## src/rtl/ula_op_scheduler_pkg.sv

```systemverilog
// Shared types and constants for the ULA operation scheduler.
// The opcode constants name the eight decoder select lines.
package ula_op_scheduler_pkg;

    localparam int unsigned OP_W        = 3;
    localparam int unsigned LAT_DEFAULT = 2;

    localparam logic [OP_W-1:0] OpAdd = 3'd0;
    localparam logic [OP_W-1:0] OpSub = 3'd1;
    localparam logic [OP_W-1:0] OpAnd = 3'd2;
    localparam logic [OP_W-1:0] OpOr  = 3'd3;
    localparam logic [OP_W-1:0] OpXor = 3'd4;
    localparam logic [OP_W-1:0] OpNot = 3'd5;
    localparam logic [OP_W-1:0] OpShl = 3'd6;
    localparam logic [OP_W-1:0] OpShr = 3'd7;

    typedef enum logic [1:0] {
        StIdle,
        StExec,
        StDone
    } state_e;

endpackage

```

## src/rtl/ula_op_scheduler_if.sv

```systemverilog
// Requester/decoder bundle of the scheduler; the scheduler is the slave,
// the requester/decoder side is the master.
interface ula_op_scheduler_if #(
    parameter int unsigned N_REQ = 4,
    parameter int unsigned OP_W  = 3
);
    logic [N_REQ-1:0]      req;
    logic [N_REQ*OP_W-1:0] op;
    logic [N_REQ-1:0]      gnt;
    logic [OP_W-1:0]       dec_a;
    logic                  dec_en;
    logic [N_REQ-1:0]      done;
    logic                  busy;

    modport master (
        output req, op,
        input  gnt, dec_a, dec_en, done, busy
    );

    modport slave (
        input  req, op,
        output gnt, dec_a, dec_en, done, busy
    );
endinterface

```

## src/rtl/ula_op_scheduler_rr_picker.sv

```systemverilog
// Combinational round-robin picker: first set request scanning ptr, ptr+1, ...
// modulo N_REQ, returned as one-hot, as an index and with a valid flag.
module ula_op_scheduler_rr_picker #(
    parameter int unsigned N_REQ = 4,
    parameter int unsigned IDX_W = 2
) (
    input  logic [N_REQ-1:0] req_i,
    input  logic [IDX_W-1:0] ptr_i,
    output logic [N_REQ-1:0] win_o,
    output logic [IDX_W-1:0] win_idx_o,
    output logic             valid_o
);

    always_comb begin
        logic             found;
        logic [IDX_W-1:0] idx;
        found     = 1'b0;
        idx       = '0;
        win_o     = '0;
        win_idx_o = '0;
        for (int k = 0; k < N_REQ; k++) begin
            idx = IDX_W'((32'(ptr_i) + 32'(k)) % N_REQ);
            if (!found && req_i[idx]) begin
                found      = 1'b1;
                win_o[idx] = 1'b1;
                win_idx_o  = idx;
            end
        end
        valid_o = found;
    end

endmodule

```

## src/rtl/ula_op_scheduler.sv

```systemverilog
// Round-robin scheduler sharing the ULA decoder between N_REQ requesters.
// Grants one requester, drives dec_a/dec_en for LAT cycles, then pulses done.
module ula_op_scheduler
    import ula_op_scheduler_pkg::*;
#(
    parameter int unsigned N_REQ = 4,
    parameter int unsigned LAT   = LAT_DEFAULT
) (
    input  logic               clk,
    input  logic               rst_n,
    ula_op_scheduler_if.slave  bus
);

    localparam int unsigned IDX_W = (N_REQ > 1) ? $clog2(N_REQ) : 1;
    localparam int unsigned CNT_W = (LAT > 1) ? $clog2(LAT + 1) : 1;

    state_e           state_q, state_d;
    logic [CNT_W-1:0] cnt_q, cnt_d;
    logic [IDX_W-1:0] win_idx_q, win_idx_d;
    logic [N_REQ-1:0] win_q, win_d;
    logic [IDX_W-1:0] ptr_q, ptr_d;
    logic [OP_W-1:0]  dec_a_q, dec_a_d;
    logic [N_REQ-1:0] gnt_q, gnt_d;
    logic [N_REQ-1:0] done_q, done_d;
    logic             dec_en_q, dec_en_d;
    logic             busy_q, busy_d;

    logic [N_REQ-1:0] pick_win;
    logic [IDX_W-1:0] pick_idx;
    logic             pick_valid;
    logic [IDX_W-1:0] next_ptr;

    ula_op_scheduler_rr_picker #(
        .N_REQ (N_REQ),
        .IDX_W (IDX_W)
    ) u_rr_picker (
        .req_i     (bus.req),
        .ptr_i     (ptr_q),
        .win_o     (pick_win),
        .win_idx_o (pick_idx),
        .valid_o   (pick_valid)
    );

    assign next_ptr = (win_idx_q == IDX_W'(N_REQ - 1)) ? '0 : win_idx_q + 1'b1;

    always_ff @(posedge clk or negedge rst_n) begin
        if (!rst_n) begin
            state_q   <= StIdle;
            cnt_q     <= '0;
            win_idx_q <= '0;
            win_q     <= '0;
            ptr_q     <= '0;
            dec_a_q   <= '0;
            gnt_q     <= '0;
            done_q    <= '0;
            dec_en_q  <= 1'b0;
            busy_q    <= 1'b0;
        end else begin
            state_q   <= state_d;
            cnt_q     <= cnt_d;
            win_idx_q <= win_idx_d;
            win_q     <= win_d;
            ptr_q     <= ptr_d;
            dec_a_q   <= dec_a_d;
            gnt_q     <= gnt_d;
            done_q    <= done_d;
            dec_en_q  <= dec_en_d;
            busy_q    <= busy_d;
        end
    end

    always_comb begin
        state_d   = state_q;
        cnt_d     = cnt_q;
        win_idx_d = win_idx_q;
        win_d     = win_q;
        ptr_d     = ptr_q;
        dec_a_d   = dec_a_q;
        unique case (state_q)
            StIdle: begin
                if (pick_valid) begin
                    state_d   = StExec;
                    win_idx_d = pick_idx;
                    win_d     = pick_win;
                    dec_a_d   = bus.op[int'(pick_idx)*OP_W +: OP_W];
                    cnt_d     = CNT_W'(LAT - 1);
                end
            end
            StExec: begin
                // Abort wins over completion when both happen in the same cycle.
                if (!bus.req[win_idx_q]) begin
                    state_d = StIdle;
                    ptr_d   = next_ptr;
                end else if (cnt_q == '0) begin
                    state_d = StDone;
                end else begin
                    cnt_d = cnt_q - 1'b1;
                end
            end
            StDone: begin
                state_d = StIdle;
                ptr_d   = next_ptr;
            end
            default: state_d = StIdle;
        endcase
    end

    // Outputs are computed from the next state so that they come straight from flops.
    always_comb begin
        gnt_d    = (state_d == StExec) ? win_d : '0;
        done_d   = (state_d == StDone) ? win_d : '0;
        dec_en_d = (state_d == StExec);
        busy_d   = (state_d != StIdle);
    end

    assign bus.gnt    = gnt_q;
    assign bus.done   = done_q;
    assign bus.dec_a  = dec_a_q;
    assign bus.dec_en = dec_en_q;
    assign bus.busy   = busy_q;

endmodule
```

## src/flat_wrapper.sv

```systemverilog
// flat-port wrapper written by rule: the top's interface ports become plain ports
module ula_op_scheduler_flat import ula_op_scheduler_pkg::*;
#(
    parameter int unsigned N_REQ = 4,
    parameter int unsigned LAT   = LAT_DEFAULT
)
  (clk, rst_n, bus_req, bus_op, bus_gnt, bus_dec_a, bus_dec_en, bus_done, bus_busy);
  ula_op_scheduler_if #(.N_REQ(N_REQ)) bus_i ();
  input  logic clk;
  input  logic rst_n;
  input wire logic [$bits(bus_i.req)-1:0] bus_req;
  input wire logic [$bits(bus_i.op)-1:0] bus_op;
  output wire logic [$bits(bus_i.gnt)-1:0] bus_gnt;
  output wire logic [$bits(bus_i.dec_a)-1:0] bus_dec_a;
  output wire logic [$bits(bus_i.dec_en)-1:0] bus_dec_en;
  output wire logic [$bits(bus_i.done)-1:0] bus_done;
  output wire logic [$bits(bus_i.busy)-1:0] bus_busy;
  assign bus_i.req = bus_req;
  assign bus_i.op = bus_op;
  assign bus_gnt = bus_i.gnt;
  assign bus_dec_a = bus_i.dec_a;
  assign bus_dec_en = bus_i.dec_en;
  assign bus_done = bus_i.done;
  assign bus_busy = bus_i.busy;
  ula_op_scheduler #(.N_REQ(N_REQ), .LAT(LAT)) u_core (.clk(clk), .rst_n(rst_n), .bus(bus_i));
endmodule
```

## config.mk

```make
export PLATFORM = sky130hd
export DESIGN_NAME = ula_op_scheduler_flat
export DESIGN_NICKNAME = d
export VERILOG_FILES = /design/src/rtl/ula_op_scheduler_pkg.sv /design/src/rtl/ula_op_scheduler_if.sv /design/src/rtl/ula_op_scheduler_rr_picker.sv /design/src/rtl/ula_op_scheduler.sv /design/src/flat_wrapper.sv
export SDC_FILE = /design/constraint.sdc
export NUM_CORES = 1
export LEC_CHECK = 0
export CORE_ASPECT_RATIO = 1.1
export CORE_MARGIN = 3
export CORE_UTILIZATION = 43
export DETAILED_ROUTE_END_ITERATION = 16
export PLACE_DENSITY = 0.81
export SETUP_SLACK_MARGIN = 0.4
export SLEW_MARGIN = 20
export SYNTH_ARGS = -nofsm -noshare
export SYNTH_HDL_FRONTEND = slang
export SYNTH_SLANG_ARGS = --single-unit
```

## constraint.sdc

```tcl
create_clock -name clk -period 5 [get_ports clk]
set_input_delay 0.75 -clock clk [delete_from_list [all_inputs] [get_ports clk]]
set_output_delay 0.75 -clock clk [all_outputs]
set_load 0.1 [all_outputs]
```

==> results.cfg <==
[status]
status = complete, no violations

[drt]
drtAntennaViolNets = 0
firstDrtPassIters = 4
drt_iter0_drc = 26
viasPerCell = 5.432
wl_per_cell_um = 13.64
wirelength_um = 3028
drc_errors = 0
num_vias = 1206

[timing]
min_period_ns = 2.823
fmax_mhz = 354.2
skew_ns = 0.01194
rsz0062_at_grt = no
fin_crit_sh_pct = 56.46
final_max_slew_viol_count = 0
slew_headroom_pct = 34.93
tightest_slew_ns = 0.9730
finalSetupTns_ns = 0
setup_violations = 0
finalHoldViolCount = 0

[yosys]
seq_area_frac_synth_pct = 41.67
synth_edf_count = 0
ys_top_cells_by_area = dfrtp_1 42%, ha_1 6.7%, mux4_2 6.0%
ys_ff_latch = 25
yosysMostFrequentCell = dfrtp_1
synth.avg_cell_area_um2 = 10.28
syn_area_mm2 = 0.001501
yosys_warnings = 0
synthTopCellsByCount = 25 x dfrtp_1, 20 x inv_1, 16 x nor2_1, 13 x nand2_1, 8 x ha_1
yosys.area.top_type = dfrtp_1
synth_cell_types = 32
synth-main-ff-cell = dfrtp_1
syn_inst = 146
netlist.area_leader.share_pct = 41.67
synthArstFlopShare_pct = 100.0
syn-num-nets = 172

[floorplan]
die_x_um = 62.34
core_area_mm2 = 0.003206
start_util_pct = 46.84
fp-row-count = 21
dieHeight_um = 67.98
ioPinCount = 31
die-area_mm2 = 0.004238

[worst_setup_path]
path_class = register to register
endpoint_kind = register
cp_slowest_cell = dfrtp_1
path_cells = inv_1 -> ha_1 -> mux4_2 -> nor2b_1 -> o21ai_1 -> a221oi_1 -> o31ai_1
cp.required_ns = 5.21
crit_arrival_ns = 3.03
max_stage_delay_ns = 0.73
setup.worst_path.start_class = register
critPathMaxFanout = 16

[global_routing]
grt_usage_pct = 15.06
grt_max_degree = 26
grt-ovfl-total = 0
antenna_found_initial = 0
first_global_vias = 1214
grt_pass1_wl_um = 5161

[clock_tree]
insertion_delay_ns = 0.32
cts_tree = yes
cts_resized = 0
clock_sinks = 25
root_buffer = clkbuf_4
htree_num_levels = 1
postCtsSetupBuffers = 0
clk_pin_slew_ns = 0.14
cts_hold_buf = 0
clock_path_buffers = 2
numCtsBuffers = 3

[worst_hold_path]
min_path_type = input port to asynchronous set/reset pin

[finish]
antennaDiodeCount = 0
drive_gt1_share_pct = 7.386
nNetsFinal = 203
postLayoutCoreUtil_pct = 58.20
area_growth_pct = 24.25

[flow_run]
drv_cap = 0

[placed_design]
io_buffers = 30
gp_congestion = 0.8756
place_hpwl_um = 2475
[final timing paths]
path,startpoint,end,slack [ns],depth (start not counted)
setup / recovery,u_core.ptr_q[0]$_DFFE_PN0P_,u_core.bus.dec_a[2]$_DFFE_PN0P_,2.18,7
hold / removal,rst_n,u_core.bus.done[2]$_DFF_PN0_,0.38,1
setup reg to reg,u_core.ptr_q[0]$_DFFE_PN0P_,u_core.bus.dec_a[2]$_DFFE_PN0P_,2.18,7
hold reg to reg,u_core.bus.dec_a[2]$_DFFE_PN0P_,u_core.bus.dec_a[2]$_DFFE_PN0P_,0.50,2
max in group asynchronous,rst_n,asynchronous set/reset pin,4.26,1
min in group clk,u_core.bus.dec_a[2]$_DFFE_PN0P_,u_core.bus.dec_a[2]$_DFFE_PN0P_,0.50,2
[cell usage in the layout, fill, tap and decap left out, types with 2 or more instances in the layout]
cell,n
a2111oi_0,3
a21o_1,2
dfrtp_1,25
a221o_1,4
o21a_1,2
a211o_1,2
nor2_1,16
o21ai_0,3
a21oi_1,4
a211oi_1,7
a221oi_1,3
nand2_1,13
clkdlybuf4s50_1,29
mux4_2,4
inv_1,20
o31ai_1,3
a31oi_1,2
ha_1,8
mux2i_1,2
o22ai_1,4
nand3b_1,5
clkbuf_4,3
[critical path, delay by kind of cell, from the launching register on]
family / cells / cell delay, ns
AO/OA/AOI/OAI: 3 / 0.63
adder cells (fa/ha/maj): 1 / 0.46
buffers and inverters: 1 / 0.20
flip-flops: 1 / 0.73
multiplexers: 1 / 0.47
AND/OR/NAND/NOR: 1 / 0.23
[metrics by stage]
stage / hold WS, ns / setup WS, ns / instances / cell area (um^2)
2_1_floorplan: 0.4544 / 2.586 / 146 / 1501
3_3_place_gp: 0.4704 / 2.105 / 218 / 1841
3_5_place_dp: 0.4804 / 2.042 / 218 / 1841
4_1_cts: 0.5072 / 2.188 / 222 / 1871
5_1_grt: 0.4122 / 1.875 / 222 / 1866
6_report: 0.3802 / 2.177 / 222 / 1866
[final cells by class]
| class | count | area (um^2) |
|---|---|---|
| multi-input combinational | 97 | 782.0 |
| timing repair buffer | 30 | 295.3 |
| clock buffer | 3 | 22.52 |
| fill | 286 | 1340 |
| sequential | 25 | 625.6 |
| clock inverter | 1 | 7.507 |
| tap | 46 | 57.56 |
| inverter | 20 | 75.07 |
[per-layer routing]
metal	GRT usage (%)	part of all wire, %	routed length [um]	vias up
li1	-	-	-	589
met1	15.84	40	1223	580
met2	31.59	54	1630	35
met3	1.970	5.2	157	2
met4	4.408	0.56	17	0
met5	0	0	0	-
[cells by family (layout without fill, tap and decap cells)]
| group | Yosys count | after routing | synth area share, % |
|---|---|---|---|
| fa+ha+maj | 8 | 8 | 6.667 |
| buf+inv | 24 | 54 | 6.249 |
| compound gates | 42 | 42 | 21.83 |
| flops | 25 | 25 | 41.67 |
| simple gates | 39 | 39 | 13.50 |
| mux | 8 | 8 | 10.08 |
Power is not shown: default switching activity piles up to over one toggle a cycle in this logic, so the estimate is an artifact.
